### src/rtl/branch_resolve_bht.sv
// ID-stage branch/jump resolver with a registered one-cycle redirect, a 2-bit
// saturating branch history table read by IF, and saturating branch statistics.
module branch_resolve_bht #(
    parameter int PC_WIDE    = 7,
    parameter int DATA_WIDTH = 32,
    parameter int BHT_DEPTH  = 16,
    parameter int IDX_W      = 4,
    parameter int STAT_W     = 16
) (
    input  logic                  clk,
    input  logic                  rst_n,
    input  logic [PC_WIDE-1:0]    fetch_pc,
    output logic                  pred_taken,
    input  logic                  res_valid,
    input  logic                  flush,
    input  logic [5:0]            opcode,
    input  logic [DATA_WIDTH-1:0] d1,
    input  logic [DATA_WIDTH-1:0] d2,
    input  logic [PC_WIDE-1:0]    res_pc,
    input  logic [PC_WIDE-1:0]    pc_next,
    input  logic [PC_WIDE-1:0]    pc_branch,
    input  logic                  res_pred,
    output logic                  redirect,
    output logic [PC_WIDE-1:0]    redirect_pc,
    output logic                  taken,
    input  logic                  stat_clr,
    output logic [STAT_W-1:0]     br_count,
    output logic [STAT_W-1:0]     mis_count
);

    localparam logic [5:0] OP_J    = 6'b000010;
    localparam logic [5:0] OP_JAL  = 6'b000011;
    localparam logic [5:0] OP_BEQ  = 6'b000100;
    localparam logic [5:0] OP_BNE  = 6'b000101;
    localparam logic [5:0] OP_BLEZ = 6'b000110;
    localparam logic [5:0] OP_BGTZ = 6'b000111;

    localparam logic [STAT_W-1:0] STAT_MAX = {STAT_W{1'b1}};
    localparam logic [STAT_W-1:0] STAT_ONE = {{(STAT_W-1){1'b0}}, 1'b1};

    logic [1:0]         bht_r [BHT_DEPTH];
    logic               redirect_r;
    logic [PC_WIDE-1:0] redirect_pc_r;
    logic               taken_r;
    logic [STAT_W-1:0]  br_count_r;
    logic [STAT_W-1:0]  mis_count_r;

    logic               is_cond_s;
    logic               is_jump_s;
    logic               act_s;
    logic               d1_zero_s;
    logic               d1_neg_s;
    logic               live_s;
    logic               cond_go_s;
    logic               jump_go_s;
    logic               mispred_s;
    logic [PC_WIDE-1:0] target_s;
    logic [IDX_W-1:0]   upd_idx_s;
    logic [1:0]         bht_cur_s;
    logic [1:0]         bht_nxt_s;
    logic               unused_bits_s;

    assign d1_zero_s = (d1 == {DATA_WIDTH{1'b0}});
    assign d1_neg_s  = d1[DATA_WIDTH-1];
    assign live_s    = res_valid & ~flush;
    assign cond_go_s = live_s & is_cond_s;
    assign jump_go_s = live_s & is_jump_s;
    assign mispred_s = cond_go_s & (act_s != res_pred);
    assign target_s  = pc_next + pc_branch;
    assign upd_idx_s = res_pc[IDX_W-1:0];
    assign bht_cur_s = bht_r[upd_idx_s];

    // Prediction reads the table before any same-cycle update lands.
    assign pred_taken = bht_r[fetch_pc[IDX_W-1:0]][1];

    assign redirect    = redirect_r;
    assign redirect_pc = redirect_pc_r;
    assign taken       = taken_r;
    assign br_count    = br_count_r;
    assign mis_count   = mis_count_r;

    assign unused_bits_s = ^{fetch_pc, res_pc};

    // Opcode decode and branch condition evaluation.
    always_comb begin
        is_cond_s = 1'b0;
        is_jump_s = 1'b0;
        act_s     = 1'b0;
        case (opcode)
            OP_BEQ: begin
                is_cond_s = 1'b1;
                act_s     = (d1 == d2);
            end
            OP_BNE: begin
                is_cond_s = 1'b1;
                act_s     = (d1 != d2);
            end
            OP_BLEZ: begin
                is_cond_s = 1'b1;
                act_s     = d1_neg_s | d1_zero_s;
            end
            OP_BGTZ: begin
                is_cond_s = 1'b1;
                act_s     = ~d1_neg_s & ~d1_zero_s;
            end
            OP_J, OP_JAL: begin
                is_jump_s = 1'b1;
            end
            default: begin
                is_cond_s = 1'b0;
                is_jump_s = 1'b0;
                act_s     = 1'b0;
            end
        endcase
    end

    // Saturating next value for the counter being trained.
    always_comb begin
        bht_nxt_s = bht_cur_s;
        if (act_s) begin
            if (bht_cur_s != 2'b11) begin
                bht_nxt_s = bht_cur_s + 2'b01;
            end else begin
                bht_nxt_s = bht_cur_s;
            end
        end else begin
            if (bht_cur_s != 2'b00) begin
                bht_nxt_s = bht_cur_s - 2'b01;
            end else begin
                bht_nxt_s = bht_cur_s;
            end
        end
    end

    // Registered redirect, corrected PC and resolved direction.
    always_ff @(posedge clk or negedge rst_n) begin
        if (!rst_n) begin
            redirect_r    <= 1'b0;
            redirect_pc_r <= {PC_WIDE{1'b0}};
            taken_r       <= 1'b0;
        end else if (jump_go_s) begin
            redirect_r    <= 1'b1;
            redirect_pc_r <= pc_branch;
            taken_r       <= 1'b1;
        end else if (cond_go_s) begin
            redirect_r <= mispred_s;
            taken_r    <= act_s;
            if (mispred_s) begin
                redirect_pc_r <= act_s ? target_s : pc_next;
            end
        end else begin
            redirect_r <= 1'b0;
            taken_r    <= 1'b0;
        end
    end

    // Branch history table training on conditional resolutions only.
    always_ff @(posedge clk or negedge rst_n) begin
        if (!rst_n) begin
            for (int i = 0; i < BHT_DEPTH; i++) begin
                bht_r[i] <= 2'b01;
            end
        end else if (cond_go_s) begin
            bht_r[upd_idx_s] <= bht_nxt_s;
        end
    end

    // Saturating statistics; clear wins over a same-cycle increment.
    always_ff @(posedge clk or negedge rst_n) begin
        if (!rst_n) begin
            br_count_r  <= {STAT_W{1'b0}};
            mis_count_r <= {STAT_W{1'b0}};
        end else if (stat_clr) begin
            br_count_r  <= {STAT_W{1'b0}};
            mis_count_r <= {STAT_W{1'b0}};
        end else if (cond_go_s) begin
            if (br_count_r != STAT_MAX) begin
                br_count_r <= br_count_r + STAT_ONE;
            end
            if (mispred_s && (mis_count_r != STAT_MAX)) begin
                mis_count_r <= mis_count_r + STAT_ONE;
            end
        end
    end

endmodule

### config.mk
export PLATFORM = sky130hd
export DESIGN_NAME = branch_resolve_bht
export DESIGN_NICKNAME = d
export VERILOG_FILES = /design/src/rtl/branch_resolve_bht.sv
export SDC_FILE = /design/constraint.sdc
export NUM_CORES = 1
export LEC_CHECK = 0
export CORE_MARGIN = 2
export CORE_UTILIZATION = 53
export DETAILED_ROUTE_END_ITERATION = 8
export GPL_TIMING_DRIVEN = 1
export HOLD_SLACK_MARGIN = 0.06
export PLACE_DENSITY = 0.91
export SLEW_MARGIN = 20
export SYNTH_ARGS = -nofsm -noshare
export SYNTH_HDL_FRONTEND = slang
export SYNTH_SLANG_ARGS = --single-unit
### constraint.sdc
create_clock -name clk -period 3.9 [get_ports clk]
set_input_delay 0.585 -clock clk [delete_from_list [all_inputs] [get_ports clk]]
set_output_delay 0.585 -clock clk [all_outputs]
set_load 0.01 [all_outputs]
Yosys cells after proc, flatten, opt, wreduce, memory -nomap -nowiden
Cells that the tools add are included.
{"block": "totals", "reg_bits": 73, "inputBits": 104, "out_inout_bits": 42, "word_cells": 95}
{"block": "op_classes", "addsub": 5, "magnitude_cmp": 3, "n_eq_ne": 12, "n_mux": 29, "bitwise_logic": 11, "n_reduce_logical": 14}
{"op": "two-way mux 16 bit", "n": 6}
{"op": "adder 16 x 1 -> 16 bit, second input constant", "n": 2}
{"op": "bitwise mux 32 bit", "n": 1}
{"op": "equality test 32 bit", "n": 1}
{"op": "logical NOT 32 bit", "n": 1}
{"op": "!= test 16 bit, second input constant", "n": 2}
{"op": "!= test 32 bit", "n": 1}
{"op": "two-way mux 7 bit", "n": 4}
{"op": "equality test 6 x 3 -> 1 bit, second input constant", "n": 4}
{"op": "binary-select mux 2 bit (select 4 bit)", "n": 2}
{"op": "two-way mux 2 bit", "n": 8}
{"op": "equality test 6 x 2 -> 1 bit, second input constant", "n": 2}
{"op": "nonzero test 2 bit", "n": 6}
{"op": ">= comparator 5 bit, second input constant", "n": 2}
{"op": "inverter 4 -> 5 bit", "n": 2}
{"op": "demux 2 bit (select 4 bit)", "n": 1}
{"op": "adder 7 bit", "n": 1}
{"op": "two-way mux 1 bit", "n": 6}
{"op": "AND reduction 2 bit", "n": 3}
{"op": "bitwise AND 1 bit", "n": 5}
{"op": "less-than comparator 5 x 1 -> 1 bit, second input constant", "n": 1}
{"op": "case mux 1 bit (4 select lines)", "n": 1}
{"op": "OR reduction 4 bit", "n": 1}
{"op": "inverter 1 bit", "n": 3}
{"op": "other kinds (7)", "n": 8}

Logic depth before layout (Yosys ltp)
Gate-level depths: netlist of the first run.
{"block": "depth", "depth_word": 10, "depth_mapped": 10, "ltp_nobuf": 10}

Least setup slack after synthesis of the first run
Ideal clock, no wire load.
{"block": "synth_path", "kind": "input port to flip-flop", "startpoint": "in d1[8]", "endpoint": "reg mis_count_r[10] (netlist: mis_count[10])", "setup_time_ns": 0.125, "arrival_time_ns": 2.828, "t_required_ns": 3.775, "slack_ns": 0.948, "stages": 8, "n_path_buf": 1, "path_cell_list": "nor4_1 nand4_1 o21ai_1 mux2_1 nor3_2 buf_6 mux2i_1 mux2_2"}
{"block": "synth_via", "elab_chain_cells": 9, "word_cells_on_any_way": 12, "cone_classes": "eq/ne: 3; mux: 1; bitwise: 4; reduce/logical: 4"}
{"item": "start, declared", "line_no": "17", "source": "input logic [DATA_WIDTH-1:0] d1,"}
{"item": "logical NOT 32 bit", "line_no": "63", "source": "assign d1_zero_s = (d1 == {DATA_WIDTH{1'b0}});"}
{"item": "inverter 1 bit", "line_no": "104", "source": "act_s = ~d1_neg_s & ~d1_zero_s;"}
{"item": "bitwise AND 1 bit", "line_no": "104"}
{"item": "case mux 1 bit (4 select lines) (*)", "line_no": "89", "source": "case (opcode)"}
{"item": "!= test 1 bit (*)", "line_no": "68", "source": "assign mispred_s = cond_go_s & (act_s != res_pred);"}
{"item": "bitwise AND 1 bit (*)", "line_no": "68"}
{"item": "logical AND 1 bit (*)", "line_no": "180", "source": "if (mispred_s && (mis_count_r != STAT_MAX)) begin"}
{"item": "nonzero test 2 bit (no line) (*)"}
{"item": "AND reduction 2 bit (no line) (*)"}
{"item": "end signal, assigned", "line_no": "172", "source": "mis_count_r <= {STAT_W{1'b0}};"}
{"item": "end signal, assigned", "line_no": "175", "source": "mis_count_r <= {STAT_W{1'b0}};"}
{"item": "end signal, assigned", "line_no": "181", "source": "mis_count_r <= mis_count_r + STAT_ONE;"}
{"item": "end, declared", "line_no": "46", "source": "logic [STAT_W-1:0] mis_count_r;"}
Mark *: on every way between the ends. The rest lies on a longest branch, timed or not.
A chain may end at the register's enable or synchronous reset.

Worst setup path after layout of the first run
{"block": "layout_path", "startpoint": "in fetch_pc[0]", "endpoint": "out pred_taken"}
{"block": "layout_via", "elab_chain_cells": 4}
{"item": "start, declared", "line_no": "12", "source": "input logic [PC_WIDE-1:0] fetch_pc,"}
{"item": "inverter 4 -> 5 bit (implied by the code)", "line_no": "74", "source": "assign pred_taken = bht_r[fetch_pc[IDX_W-1:0]][1];"}
{"item": "binary-select mux 2 bit (select 4 bit)", "line_no": "74"}
{"item": "two-way mux 2 bit (implied by the code) (2 in series)", "line_no": "74"}
{"item": "end, declared", "line_no": "13", "source": "output logic pred_taken,"}
No other way between the ends. The select of a mux whose other input is x is not followed.

==> impl_metrics.toml, run 1 <==
[placed_design]
dp_hpwl_um = 11350
placed_cells = 788
gp_congestion = 0.9183
portBuffers = 139

[pwr]
total_power_mw = 1.725
cellPowerDensity_nw_per_um2 = 248.5
p_leak_nw = 2.839
peakVddDrop_uv = 241.2

[floorplanning]
die-area_um2 = 10590
start_util = 0.5382
io_pins = 146
die_w_um = 102.9
die_y_um = 102.9
num_rows = 36
coreArea_um2 = 9639

[cells_and_area]
finish.net_count = 779
diodes = 0
most-common-layout-cells = "clkdlybuf4s50_1, dfrtp_1, nor2_1, mux2_2, xor2_1"
final_cells = 804
layout-drive-gt1-share = 0.1863
final_common_cell = "clkdlybuf4s50_1"
area_growth_pct = 33.77

[synth]
ys_types = 62
syn_nets = 638
synth_seq_cells = 73
synth_edf_count = 0
async_reset_ff_frac = 1.000
yosys_warnings = 0
ys_seq_area_frac = 0.3560
synth_cells = 525
synthesis.area_um2 = 5187
synth_ff_type = "dfrtp_1"
syn_area_per_cell_um2 = 9.881

[status]
status = "finished, final reports clean"

[clocking]
root_buffer = "clkbuf_8"
hold_buffers = 0
cts-resized-gates = 0
cts_max_level = 3
cts_tree = "yes"
numCtsBuffers = 9
cts.path.max_buffers = 2
postCtsSetupBuffers = 0
clock_sinks = 73
insertion_delay_ps = 360
clk_pin_slew_ps = 80

[routing]
drt_wl_total_um = 15060
vias = 4900
drt_drc_violations_left = 0
detail-route-antenna-nets = 0
via_per_inst = 6.095
wire_per_inst_um = 18.73
drt_iter0_drc = 286
dr.pass1.iters = 6

[timing]
fin_crit_ps = 3327
fin_tns_setup_ps = 0
hold_violations = 0
fin_crit_sh = 0.8532
clock_skew_ps = 9.467
finalMaxSlewViolations = 0
rsz0062_at_grt = "false"
worst_pin_slew_ps = 1006
max_slew_margin = 0.3270
finalSetupViolCount = 0
timing.fmax_ghz = 0.3005

[global_routing]
first_global_vias = 5027
grt-ovfl-total = 0
antenna_found_initial = 0
busiest_layer = "met2"
met1_usage = 0.3774
met3_usage = 0.06915
grtUsageMet2 = 0.4840
grt_pass1_wl_um = 24120
grt_max_degree = 40
grtUsageTotal = 0.2902

[critical_path]
crit_slowest_cell = "clkdlybuf4s50_1"
timing.rr.start = "mis_count[3]"
cp.buffers_inverters = 2
max_stage_delay_ps = 650
start_kind = "primary input"
cp_top_family = "buffers and inverters"
endpoint_kind = "output pin"
crit_fanout = 4
cp.depth = 4
critical_path_class = "primary input to output pin"
r2r_slack_ps = 1000
reg2reg_to = "mis_count[3]"
path_cells = "clkdlybuf4s50_1, mux4_2, mux4_2, clkdlybuf4s50_1"
cp.required_ps = 3310
arrival_ps = 2740
worstRegToRegCells = 7

[hold_path]
hp-class = "primary input to async pin"

[run]
maxCapViolations = 0
-- cells in the mapped netlist (all sizes together) (2+ instances only) --
master	count	area, µm²
a211oi	3	22.52
nor4	28	175.2
nand4	17	112.6
nor3	13	70.07
mux4	15	337.8
and2	2	12.51
a21oi	9	45.04
inv	14	52.55
nand2b	4	25.02
dfstp	16	420.4
clkbuf	16	60.06
buf	7	56.30
or4b	2	20.02
nand3	27	135.1
xnor2	8	70.07
nand2	38	142.6
nor3b	2	15.01
and4	7	61.31
or2	3	18.77
xor2	42	367.9
ha	8	100.1
a31oi	5	31.28
o21ai	6	30.02
o21a	3	22.52
dfrtp	57	1426
maj3	2	22.52
or4	2	15.01
and3	7	43.79
mux2	53	596.8
a311oi	2	17.52
or3	3	18.77
o211ai	3	22.52
nor2b	14	87.58
mux2i	13	130.1
a21boi	2	18.77
nor2	55	216.5
o31ai	4	35.03
-- per-layer routing --
metal / vias up / routed length (µm)
li1: 2228 / -
met2: 261 / 7554
met4: 0 / 302
met3: 48 / 1186
met1: 2363 / 6014
met5: - / 0
-- flip-flops by register name, indices dropped and copies added (netlist names) --
signal	cells
mis_count	16
bht_r	32
br_count	16
redirect	1
taken	1
redirect_pc	7
-- worst reg2reg max path, stage by stage, from the launching register on --
cell and delay, ps:
dfrtp_1 500, and4_1 320, and4_1 260, a31oi_1 710
nand2_1 160, nor4_1 440, o21ai_0 180, nor3b_1 170
-- stage by stage --
stage	utilization	cell area, µm²	setup WS (ps)	hold slack [ps]
final	0.7199	6939	572.6	349.4
after global routing	0.7199	6939	485.2	406.4
after CTS	0.7199	6939	561.0	369.7
after detailed placement	0.6981	6729	320.7	512.2
after global placement	0.6981	6729	409.0	500.9
after floorplan	-	5187	947.7	289.4
-- how the worst max path moves through the flow --
stage                startpoint       endpoint
detailed placement        d1[8]       bht_r[5]
global route        fetch_pc[0]     pred_taken
CTS                 fetch_pc[0]     pred_taken
global placement          d1[3]      bht_r[17]
finish              fetch_pc[0]     pred_taken
floorplan                 d1[8]  mis_count[10]
-- cells by family after synthesis --
group                    synth area share
AO/OA/AOI/OAI                     0.06392
XOR/XNOR                          0.08442
adder cells (fa/ha/maj)           0.02750
buffers and inverters             0.03256
flip-flops                         0.3560
multiplexers                       0.2053
AND/OR/NAND/NOR                    0.2303
-- layout make-up --
class | count | area [µm²]
multi-input cells | 415 | 3172
inverters | 14 | 52.55
fillers | 704 | 2700
flip-flops and latches | 73 | 1847
clock inverters | 6 | 72.57
well taps | 133 | 166.4
clock buffers | 10 | 137.6
repair buffers | 153 | 1491
-- power breakdown --
| group | total, mW | internal, mW | switching (mW) |
|---|---|---|---|
| clock network | 0.640 | 0.321 | 0.319 |
| logic | 0.314 | 0.168 | 0.146 |
| registers | 0.770 | 0.765 | 0.00547 |
| total | 1.72 | 1.25 | 0.471 |
No activity file was read; power rests on OpenSTA's default activity.
==> run 2, diff against run 1 <==
--- a/config.mk
+++ b/config.mk
@@ -5,6 +5,7 @@
 export SDC_FILE = /design/constraint.sdc
 export NUM_CORES = 1
 export LEC_CHECK = 0
+export CAP_MARGIN = 0
 export CORE_MARGIN = 2
 export CORE_UTILIZATION = 53
 export DETAILED_ROUTE_END_ITERATION = 8
==> results of run 2 <==
No change in the layout: final DEF, timing and power equal those of run 1.
==> run 3, diff against run 2 <==
--- a/config.mk
+++ b/config.mk
@@ -6,8 +6,10 @@
 export NUM_CORES = 1
 export LEC_CHECK = 0
 export CAP_MARGIN = 0
+export CELL_PAD_IN_SITES_DETAIL_PLACEMENT = 1
+export CELL_PAD_IN_SITES_GLOBAL_PLACEMENT = 1
 export CORE_MARGIN = 2
-export CORE_UTILIZATION = 53
+export CORE_UTILIZATION = 40
 export DETAILED_ROUTE_END_ITERATION = 8
 export GPL_TIMING_DRIVEN = 1
 export HOLD_SLACK_MARGIN = 0.06
==> impl_metrics.toml, run 3 (same netlist as run 1, synthesis figures left out) <==
[status]
status = "finished, final reports clean"

[clocking]
clock_sinks = 73
hold_buffers = 0
postCtsSetupBuffers = 0
cts.path.max_buffers = 2
cts-resized-gates = 0
insertion_delay_ps = 340
clk_pin_slew_ps = 60
cts_tree = "yes"
cts_max_level = 3
root_buffer = "clkbuf_16"
numCtsBuffers = 9

[global_routing]
antenna_found_initial = 0
first_global_vias = 5515
grtUsageTotal = 0.2678
grt-ovfl-total = 0
grt_pass1_wl_um = 29630
grt_max_degree = 38

[routing]
top_layer = "met4"
via_per_inst = 5.879
dr.pass1.iters = 4
vias = 4956
drt_wl_total_um = 18290
drt_drc_violations_left = 0
wl_met2_um = 9263
drt_iter0_drc = 302
drt-met1-wl_um = 7295
wire_per_inst_um = 21.70
wl_met3_um = 1053
detail-route-antenna-nets = 0

[critical_path]
cp.required_ps = 3310
crit_slowest_cell = "clkdlybuf4s50_1"
start_kind = "primary input"
cp_top_family = "buffers and inverters"
critical_path_class = "primary input to output pin"
r2r_slack_ps = 1160
endpoint_kind = "output pin"
crit_fanout = 4
cp.buffers_inverters = 2
arrival_ps = 2750
max_stage_delay_ps = 640
path_cells = "clkdlybuf4s50_1, mux4_2, mux4_2, clkdlybuf4s50_1"

[timing]
timing.fmax_ghz = 0.2998
hold_violations = 0
max_slew_margin = 0.2646
clock_skew_ps = 6.721
fin_crit_sh = 0.8552
fin_tns_setup_ps = 0
finalMaxSlewViolations = 0
fin_crit_ps = 3335
worst_pin_slew_ps = 1100
finalSetupViolCount = 0
rsz0062_at_grt = "false"

[pwr]
cellPowerDensity_nw_per_um2 = 267.1
peakVddDrop_uv = 179.5
p_leak_nw = 2.871

[cells_and_area]
diodes = 0
largest_reg_flops = 32
layout-drive-gt1-share = 0.1863
seq_area_um2 = 1847
final_common_cell = "clkdlybuf4s50_1"
area_growth_pct = 36.08
multi_input_area_um2 = 3172
final.fill_count = 1433
most-common-layout-cells = "clkdlybuf4s50_1, dfrtp_1, nor2_1, mux2_2, xor2_1"
finish.net_count = 779
top_register = "bht_r"
final_area_um2 = 7059

[floorplanning]
start_util = 0.4111
coreArea_um2 = 12620
die_y_um = 117.9
die-area_um2 = 13900
io_pins = 146
die_w_um = 117.9
num_rows = 41

[placed_design]
dp_hpwl_um = 13690
portBuffers = 139
placed_cell_area_um2 = 6778
gp_congestion = 0.8771

[run]
maxCapViolations = 0

[hold_path]
hp-class = "primary input to async pin"
[run 3: cell count changes in the layout (fill, tap and decap cells not counted)]
cell        delta
clkbuf_16      +9
clkbuf_8       -9
clkinv_2       +2
inv_6          -2
bufinv_16      -1
clkinvlp_4     +1
[run 3: power by group]
part	leakage [nW]	total (mW)	internal, mW	switching (mW)
Clock	0.135	0.793	0.449	0.344
Sequential	0.933	0.771	0.766	0.00536
Combinational	1.80	0.321	0.167	0.154
Total	2.87	1.89	1.38	0.504
[run 3: stage by stage]
step / hold slack [ps] / utilization / setup WS, ps / total power, mW / cells
CTS: 393.1 / 0.5594 / 549.0 / 1.892 / 843
detailed placement: 519.3 / 0.5371 / 228.5 / 1.103 / 827
finish: 366.5 / 0.5594 / 564.7 / 1.886 / 843
global placement: 504.2 / 0.5371 / 321.2 / 1.085 / 827
global route: 415.2 / 0.5594 / 429.0 / 1.949 / 843
floorplan: 289.4 / - / 947.7 / 0.9127 / 525
[run 3: routing by layer]
metal,GRT usage,vias to the layer above
li1,-,2226
met1,0.3188,2467
met2,0.4655,205
met3,0.05572,58
met4,0.1182,0
met5,0,-
[run 3: area by class of cell]
cell class | instances | area share
repair buffers | 153 | 0.2113
clock buffers | 10 | 0.03385
flip-flops and latches | 73 | 0.2616
multi-input cells | 415 | 0.4493
clock inverters | 6 | 0.006026
inverters | 14 | 0.007444
well taps | 172 | 0.03049
[run 3: worst paths after layout]
path | start | to | cells past startpoint
min in group clk | bht_r[29] | bht_r[29] | 1
setup reg to reg | mis_count[3] | mis_count[13] | 7
hold / removal | rst_n | bht_r[27] | 1
hold reg to reg | bht_r[29] | bht_r[29] | 1
max in group asynchronous | rst_n | bht_r[24] | 2
setup / recovery | fetch_pc[0] | pred_taken | 4
